<file path="src/rtl/rbcp_pkg.sv">
// rtl/rbcp_pkg.sv - shared constants for the RBCP register bridge
//
// Holds the bridge FSM state encoding, the request operation codes and the
// register data width shared with the SIO slave bench.
package rbcp_pkg;

  localparam int DATA_W = 8;

  typedef enum logic [2:0] {
    IDLE  = 3'd0,
    WRITE = 3'd1,
    READ  = 3'd2,
    RWAIT = 3'd3,
    ACK   = 3'd4
  } state_t;

  localparam logic OP_WR = 1'b0;
  localparam logic OP_RD = 1'b1;

endpackage

</file>
<file path="src/rtl/rbcp_bus_bridge.sv">
// rtl/rbcp_bus_bridge.sv - RBCP register strobes to single-beat local bus
//
// Executes each REG_WE/REG_RE request from the SiTCP serial-IO slave as one
// BUS_WR/BUS_RD beat and returns REG_ACK/REG_RV/REG_RD.
// Ports:
//   BUS_CLK, BUS_RST            clock, synchronous active-high reset
//   REG_ADDR/WD/WE/RE           request from the slave
//   REG_ACK/RV/RD               completion back to the slave
//   BUS_ADD/DATA_OUT/DATA_IN    local register bus address and data
//   BUS_WR/BUS_RD               one-cycle bus strobes
//   BUSY, DROP_CNT              in-flight flag, saturating ignored-request count
module rbcp_bus_bridge
  import rbcp_pkg::*;
#(
  parameter logic [31:0] ADDR_BASE      = 32'h0000_0000,
  parameter logic [31:0] ADDR_HIGH      = 32'h0000_FFFF,
  parameter int          BUS_ADDR_WIDTH = 16,
  parameter int          READ_LATENCY   = 1
) (
  input  logic                      BUS_CLK,
  input  logic                      BUS_RST,
  input  logic [31:0]               REG_ADDR,
  input  logic [DATA_W-1:0]         REG_WD,
  input  logic                      REG_WE,
  input  logic                      REG_RE,
  output logic                      REG_ACK,
  output logic                      REG_RV,
  output logic [DATA_W-1:0]         REG_RD,
  output logic [BUS_ADDR_WIDTH-1:0] BUS_ADD,
  output logic [DATA_W-1:0]         BUS_DATA_OUT,
  input  logic [DATA_W-1:0]         BUS_DATA_IN,
  output logic                      BUS_WR,
  output logic                      BUS_RD,
  output logic                      BUSY,
  output logic [7:0]                DROP_CNT
);

  localparam logic [3:0] LAT = 4'(READ_LATENCY);

  state_t     state;
  logic [3:0] wait_cnt;

  // A 33-bit subtraction gives both the translated address and the
  // below-base flag (borrow bit) without a constant compare when base is 0.
  logic [32:0] offset;
  logic        offset_unused;
  logic        in_range;
  logic        req;
  logic        op;

  assign offset        = {1'b0, REG_ADDR} - {1'b0, ADDR_BASE};
  assign offset_unused = ^offset;
  assign in_range      = !offset[32] && (REG_ADDR <= ADDR_HIGH);
  assign req           = REG_WE | REG_RE;
  // Simultaneous WE and RE resolve to a write.
  assign op            = REG_WE ? OP_WR : OP_RD;
  assign BUSY          = (state != IDLE);

  always_ff @(posedge BUS_CLK) begin
    if (BUS_RST) begin
      state        <= IDLE;
      wait_cnt     <= 4'd0;
      REG_ACK      <= 1'b0;
      REG_RV       <= 1'b0;
      REG_RD       <= '0;
      BUS_ADD      <= '0;
      BUS_DATA_OUT <= '0;
      BUS_WR       <= 1'b0;
      BUS_RD       <= 1'b0;
      DROP_CNT     <= 8'd0;
    end else begin
      BUS_WR  <= 1'b0;
      BUS_RD  <= 1'b0;
      REG_ACK <= 1'b0;
      REG_RV  <= 1'b0;

      if (req && state != IDLE && DROP_CNT != 8'hFF) begin
        DROP_CNT <= DROP_CNT + 8'd1;
      end

      case (state)
        IDLE: begin
          if (req) begin
            if (in_range) begin
              BUS_ADD <= offset[BUS_ADDR_WIDTH-1:0];
              if (op == OP_WR) begin
                state        <= WRITE;
                BUS_WR       <= 1'b1;
                BUS_DATA_OUT <= REG_WD;
              end else begin
                state  <= READ;
                BUS_RD <= 1'b1;
              end
            end else begin
              // Out-of-window: acknowledge immediately with no bus activity.
              state   <= ACK;
              REG_ACK <= 1'b1;
            end
          end
        end
        WRITE: begin
          state   <= ACK;
          REG_ACK <= 1'b1;
        end
        READ: begin
          wait_cnt <= LAT;
          state    <= RWAIT;
        end
        RWAIT: begin
          wait_cnt <= wait_cnt - 4'd1;
          // Counter reaches zero this cycle: bus data is valid now.
          if (wait_cnt == 4'd1) begin
            REG_RD  <= BUS_DATA_IN;
            REG_ACK <= 1'b1;
            REG_RV  <= 1'b1;
            state   <= ACK;
          end
        end
        ACK: begin
          state <= IDLE;
        end
        default: begin
          state <= IDLE;
        end
      endcase
    end
  end

endmodule

</file>
<file path="config.mk">
export PLATFORM = sky130hd
export DESIGN_NAME = rbcp_bus_bridge
export DESIGN_NICKNAME = d
export VERILOG_FILES = /design/src/rtl/rbcp_pkg.sv /design/src/rtl/rbcp_bus_bridge.sv
export SDC_FILE = /design/constraint.sdc
export NUM_CORES = 1
export LEC_CHECK = 0
export ABC_CLOCK_PERIOD_IN_PS = 3300
export CORE_ASPECT_RATIO = 1.2
export CORE_UTILIZATION = 45
export DETAILED_ROUTE_END_ITERATION = 12
export GPL_TIMING_DRIVEN = 0
export HOLD_SLACK_MARGIN = 0.02
export PLACE_DENSITY_LB_ADDON = 0.05
export SLEW_MARGIN = 20
export SYNTH_ARGS = -nofsm -noshare
export SYNTH_HDL_FRONTEND = slang
export SYNTH_SLANG_ARGS = --single-unit
</file>
<file path="constraint.sdc">
create_clock -name BUS_CLK -period 3.3 [get_ports BUS_CLK]
set_clock_uncertainty 0.1 [all_clocks]
set_input_delay 0.66 -clock BUS_CLK [delete_from_list [all_inputs] [get_ports BUS_CLK]]
set_output_delay 0.66 -clock BUS_CLK [all_outputs]
set_load 0.01 [all_outputs]
</file>
==> results of run 1 <==
-- state kept, by name, summed over array words and instances (netlist names) --
signal        flops
state             3
BUS_WR            1
DROP_CNT          8
BUS_ADD          16
REG_RV            1
REG_ACK           1
BUS_RD            1
wait_cnt          4
BUS_DATA_OUT      8
REG_RD            8
-- path summary, 6_finish.rpt --
| check | startpoint | to | slack [ps] | cells past startpoint |
|---|---|---|---|---|
| hold / removal | BUS_ADD[15] | BUS_ADD[15] | 380 | 2 |
| hold reg to reg | BUS_ADD[15] | BUS_ADD[15] | 380 | 2 |
| setup reg to reg | state[0] | BUS_ADD[5] | 1490 | 6 |
| setup / recovery | state[0] | BUSY | 880 | 4 |
-- layout by cell type, fill, tap and decap left out, types with 2 or more instances in the layout --
master	synthesis	routed
clkdlybuf4s50_1	0	94
dfxtp_1	51	51
a21oi_1	25	25
o21ai_0	22	22
nand3_1	19	19
nor2_1	18	18
mux2i_1	17	17
nand2b_1	17	17
clkbuf_1	9	9
inv_1	6	6
buf_2	5	5
nor4_1	5	5
clkbuf_8	0	5
nand2_1	4	4
buf_4	3	3
and2_1	3	3
xnor2_1	3	3
or3_1	3	3
ha_1	3	3
and4_1	2	2
nor3b_1	2	2
nor4b_1	2	2
or4_1	2	2
-- stage by stage --
stage,power [mW],area (um^2),utilization,hold WS [ps],cells
2_1_floorplan,0.683,2160,-,356,239
3_3_place_gp,0.763,3170,0.690,359,391
3_5_place_dp,0.765,3170,0.690,368,391
4_1_cts,1.18,3280,0.714,380,398
5_1_grt,1.22,3280,0.714,399,398
6_report,1.17,3280,0.714,380,398
-- kinds of logic after synthesis --
group | after synthesis | synth area share
buffers and inverters | 23 | 0.0481
AND/OR/NAND/NOR | 85 | 0.220
AO/OA/AOI/OAI | 56 | 0.147
multiplexers | 17 | 0.0788
adder cells (fa/ha/maj) | 3 | 0.0174
XOR/XNOR | 4 | 0.0162
flip-flops | 51 | 0.473
-- cell usage after synthesis, drive strengths merged (3+ instances only) --
library cell   n
nor2          18
o21ai         23
mux2i         17
buf            8
nor4           5
xnor2          3
or3            3
nand2          5
nand3         19
a21oi         25
inv            6
clkbuf         9
and2           3
dfxtp         51
ha             3
nand2b        17
-- final cells by class --
cell class	count	area, um^2	share of cell area
clock buffers	5	68.8	0.0210
plain buffers	17	81.3	0.0248
well taps	58	72.6	0.0221
flip-flops and latches	51	1020	0.311
repair buffers	94	941	0.287
inverters	6	22.5	0.00687
multi-input cells	165	1030	0.315
clock inverters	2	37.5	0.0115
-- worst reg2reg max path: cells and delay by family (launching register included) --
| kind | cells | cell delay (ps) |
|---|---|---|
| flops | 1 | 300 |
| simple gates | 1 | 300 |
| compound gates | 3 | 560 |
| buf+inv | 2 | 440 |
-- routing by layer --
metal  GRT usage  up-vias  wire length [um]
met5           0        -                 0
met4      0.0891        0               108
met3      0.0618        8               396
met2       0.385       66              2540
met1       0.264      967              2310
li1            -     1043                 -
-- report_power, final --
part           switching (mW)  internal, mW  leakage [nW]
registers             0.00463         0.619         0.411
clock network           0.200         0.222        0.0502
logic                  0.0505        0.0759         0.711
==> impl_metrics.tcl, run 1 <==
set metrics [dict create \
    clkSinkCount 51 \
    cts_max_level 2 \
    gp_congestion 0.730 \
    clk_pin_slew_ps 90 \
    synth.avg_cell_area_um2 9.03 \
    nFillCells 387 \
    async_reset_ff_frac 0 \
    initial_core_util 0.470 \
    path_delay_family "buffers and inverters" \
    rsz0062_at_grt "false" \
    die_height_um 77.9 \
    max_freq_mhz 414 \
    slowest_stage "clkdlybuf4s50_1" \
    first_global_vias 1981 \
    area_growth_pct 51.9 \
    synth_enable_flop_cells 0 \
    die_x_um 65.2 \
    postCtsSetupRepairBufs 0 \
    worst_slack_ps 882 \
    clkLatencyLatePin_ps 310 \
    cts_tree "done" \
    final_antenna_net_count 0 \
    slew_headroom 0.664 \
    dp_slack_ps 659 \
    diodes 0 \
    ios 97 \
    drc 0 \
    grt_use_total 0.226 \
    yosys_warnings 0 \
    crit_buf_inv 3 \
    drv_cap 0 \
    grt.overflow.total 0 \
    drt_iter0_drc 111 \
    crit_fanout 10 \
    route.detailed.vias_per_inst 5.24 \
    syn_inst 239 \
    status "finished, final reports clean" \
    hpwl_um 3950 \
    grt_max_degree 16 \
    drv_slew 0 \
    yosys.cell_types.count 39 \
    dieArea_mm2 0.00508 \
    fin_crit_sh 0.733 \
    power.leakage_nw 1.17 \
    netlist.top_cell.by_area "dfxtp_1" \
    io_buffers 94 \
    ys_seq_area_frac 0.473 \
    nets 395 \
    setup_viol 0 \
    synth_area_leaders "dfxtp_1 (47%), mux2i_1 (7.9%), a21oi_1 (5.8%)" \
    p_per_area_mw_per_mm2 357 \
    cts_resized 0 \
    worstPathArrival_ps 1660 \
    critPathLaunchType "register" \
    antenna_found_initial 0 \
    cts_hold_buf 0 \
    core_area_mm2 0.00459 \
    min_period_ps 2420 \
    vias 2084 \
    crit_chain "buf_2, nor3_2, inv_1, clkdlybuf4s50_1" \
    grt_pass1_wl_um 8900 \
    hold_class "register to register" \
    max_stage_delay_ps 500 \
    syn_nets 294 \
    endpoint_kind "output pin" \
    hold_viol_final 0 \
    cts_root_buffer "clkbuf_8" \
    synthesis.area_mm2 0.00216 \
    ys_ff_latch 51 \
    setup_tns_ps 0 \
    peakVddDrop_uv 385 \
    cp.required_ps 2540 \
    row_count 27 \
    worst_pin_slew_ps 500 \
    crit_type "register to output pin" \
    wirelength_um 5350 \
    synth_top_area_frac 0.473 \
    drive_gt1_frac 0.0529 \
    firstDrtPassIters 4 \
    yosys_most_used_dff "dfxtp_1" \
    cts_buffers 5 \
    wl_per_cell_um 13.4 \
    clock_path_buffers 2 \
]
No activity file was read; power rests on OpenSTA's default activity.
==> inputs of run 2 (changes only) <==
ABC_CLOCK_PERIOD_IN_PS = 2390   (was 3300)
CORE_UTILIZATION = 41   (was 45)
clock period = 2.39 ns   (was 3.3 ns; I/O delays follow)
==> run 2 against run 1 <==
Against the previous run:
- first-iteration DRC count fell by 72%
- sequential cell count unchanged
- via count decreased by 3.2%
- cell count increased by 0.75%
- combinational power rose by 39%
- sequential share of layout area is essentially flat
- largest power group unchanged
- core utilization shrank 5.9 points
- critical path depth is the same
- clock power increased by 28%
==> impl_metrics.tcl, run 2 (synthesized netlist as in run 1, its figures left out) <==
set metrics [dict create \
    p_per_area_mw_per_mm2 480 \
    min_period_ps 2180 \
    hold_class "primary input to register" \
    wl_per_cell_um 13.4 \
    cts_tree "done" \
    clk_pin_slew_ps 90 \
    crit_type "register to output pin" \
    drv_slew 0 \
    hpwl_um 3940 \
    cts_root_buffer "clkbuf_8" \
    largest_register_ffs 16 \
    drive_gt1_frac 0.0528 \
    worstPathArrival_ps 1600 \
    hold_viol_final 0 \
    nets 395 \
    cts_hold_buf 0 \
    multi_input_area_mm2 0.00104 \
    dp_slack_ps -65.4 \
    rsz0062_at_grt "false" \
    grt.overflow.total 0 \
    max_freq_mhz 459 \
    grt_pass1_wl_um 8200 \
    grt_use_total 0.194 \
    worst_pin_slew_ps 512 \
    critPathLaunchType "register" \
    drv_cap 0 \
    final_common_cell "clkdlybuf4s50_1" \
    nFillCells 452 \
    setup_viol 0 \
    cts_max_level 2 \
    area_growth_pct 52.0 \
    diodes 0 \
    ios 97 \
    dieArea_mm2 0.00556 \
    status "finished, final reports clean" \
    core_area_mm2 0.00501 \
    fin_crit_sh 0.912 \
    firstDrtPassIters 4 \
    dpl.cell_count 393 \
    finalNonFillerCells 401 \
    max_flop_register "BUS_ADD" \
    cts_buffers 5 \
    die_height_um 81.5 \
    io_buffers 94 \
    final_antenna_net_count 0 \
    worst_slack_ps 209 \
    power.leakage_nw 1.18 \
    drc 0 \
    peakVddDrop_uv 300 \
    clkSinkCount 51 \
    row_count 28 \
    mostFrequentLayoutCells "clkdlybuf4s50_1 (94), dfxtp_1 (51), a21oi_1 (25), o21ai_0 (22), nand3_1 (19)" \
    gp_congestion 0.803 \
    setup_tns_ps 0 \
    first_global_vias 1763 \
    clock_path_buffers 2 \
    route.detailed.vias_per_inst 5.03 \
    postLayoutCoreUtil 0.655 \
    endpoint_kind "output pin" \
    wirelength_um 5360 \
    vias 2018 \
    die_x_um 68.2 \
    cp.required_ps 1810 \
    ff_latch_area_mm2 0.00102 \
    initial_core_util 0.431 \
    slew_headroom 0.659 \
    antenna_found_initial 0 \
    crit_fanout 10 \
    drt_iter0_drc 31 \
    clkLatencyLatePin_ps 300 \
    grt_max_degree 15 \
]
## run 2: changes by cell type in the layout (fill, tap and decap cells not counted), sizes merged
cell | before | now
bufinv | 1 | 0
clkbuf | 14 | 17
clkinvlp | 1 | 0
## run 2: final cells by class
class / instances / share of cell area
Timing Repair Buffer: 94 / 0.287
Clock buffer: 8 / 0.0305
Inverter: 6 / 0.00686
Buffer: 17 / 0.0248
Sequential cell: 51 / 0.311
Multi-Input combinational cell: 165 / 0.317
Tap cell: 60 / 0.0229
## run 2: worst max-delay path: stages (launching register included)
cell	delay, ps
dfxtp_1	300
buf_2	170
nor3_4	250
inv_1	90
clkdlybuf4s50_1	500
## run 2: power breakdown
group	internal [mW]	total [mW]	leakage, nW	switching (mW)
Clock	0.265	0.539	0.0515	0.275
Combinational	0.105	0.175	0.713	0.0700
Sequential	0.855	0.862	0.411	0.00715
Total	1.22	1.58	1.18	0.352
## run 2: worst paths after layout
| check | startpoint | endpoint | slack (ps) | depth (start not counted) |
|---|---|---|---|---|
| hold reg to reg | BUS_DATA_OUT[7] | BUS_DATA_OUT[7] | 380 | 2 |
| setup / recovery | state[0] | BUSY | 210 | 4 |
| hold / removal | REG_WE | BUS_RD | 370 | 2 |
| setup reg to reg | DROP_CNT[0] | DROP_CNT[5] | 640 | 5 |
## run 2: through the flow
step / cell area, um^2 / power [mW] / hold WS, ps
detailed placement: 3170 / 1.06 / 366
finish: 3280 / 1.58 / 374
floorplan: 2160 / 0.943 / 356
CTS: 3270 / 1.59 / 363
global placement: 3170 / 1.06 / 357
global route: 3280 / 1.64 / 376
## run 2: metal layers
layer	global-route usage	vias to the layer above	share of wire
met5	0	-	0
met2	0.331	57	0.48
met4	0.0625	0	0.011
met3	0.0556	6	0.065
li1	-	1042	-
met1	0.229	913	0.44
## run 2: repair_timing
action                                  in CTS  in global routing
endpoints found under the hold margin        0                  0
setup buffers                                0                  0
endpoints found under the setup margin       0                  1
resized for setup                            0                  1
==> inputs of run 3 (changes only) <==
ABC_CLOCK_PERIOD_IN_PS = 2600   (was 2390)
CORE_UTILIZATION = 45   (was 41)
HOLD_SLACK_MARGIN = 0.08   (was 0.02)
clock period = 2.6 ns   (was 2.39 ns; I/O delays follow)
==> results of run 3 <==
Same layout as run 1 (identical final DEF). Status: finished, final reports clean.
Among the figures that moved: setup slack after placement 659 ps -> 99.2 ps; setup slack after layout 882 ps -> 322 ps; register-to-register setup slack 1490 ps -> 790 ps; total power 1.17 mW -> 1.49 mW; worst IR drop on VDD 385 uV -> 489 uV
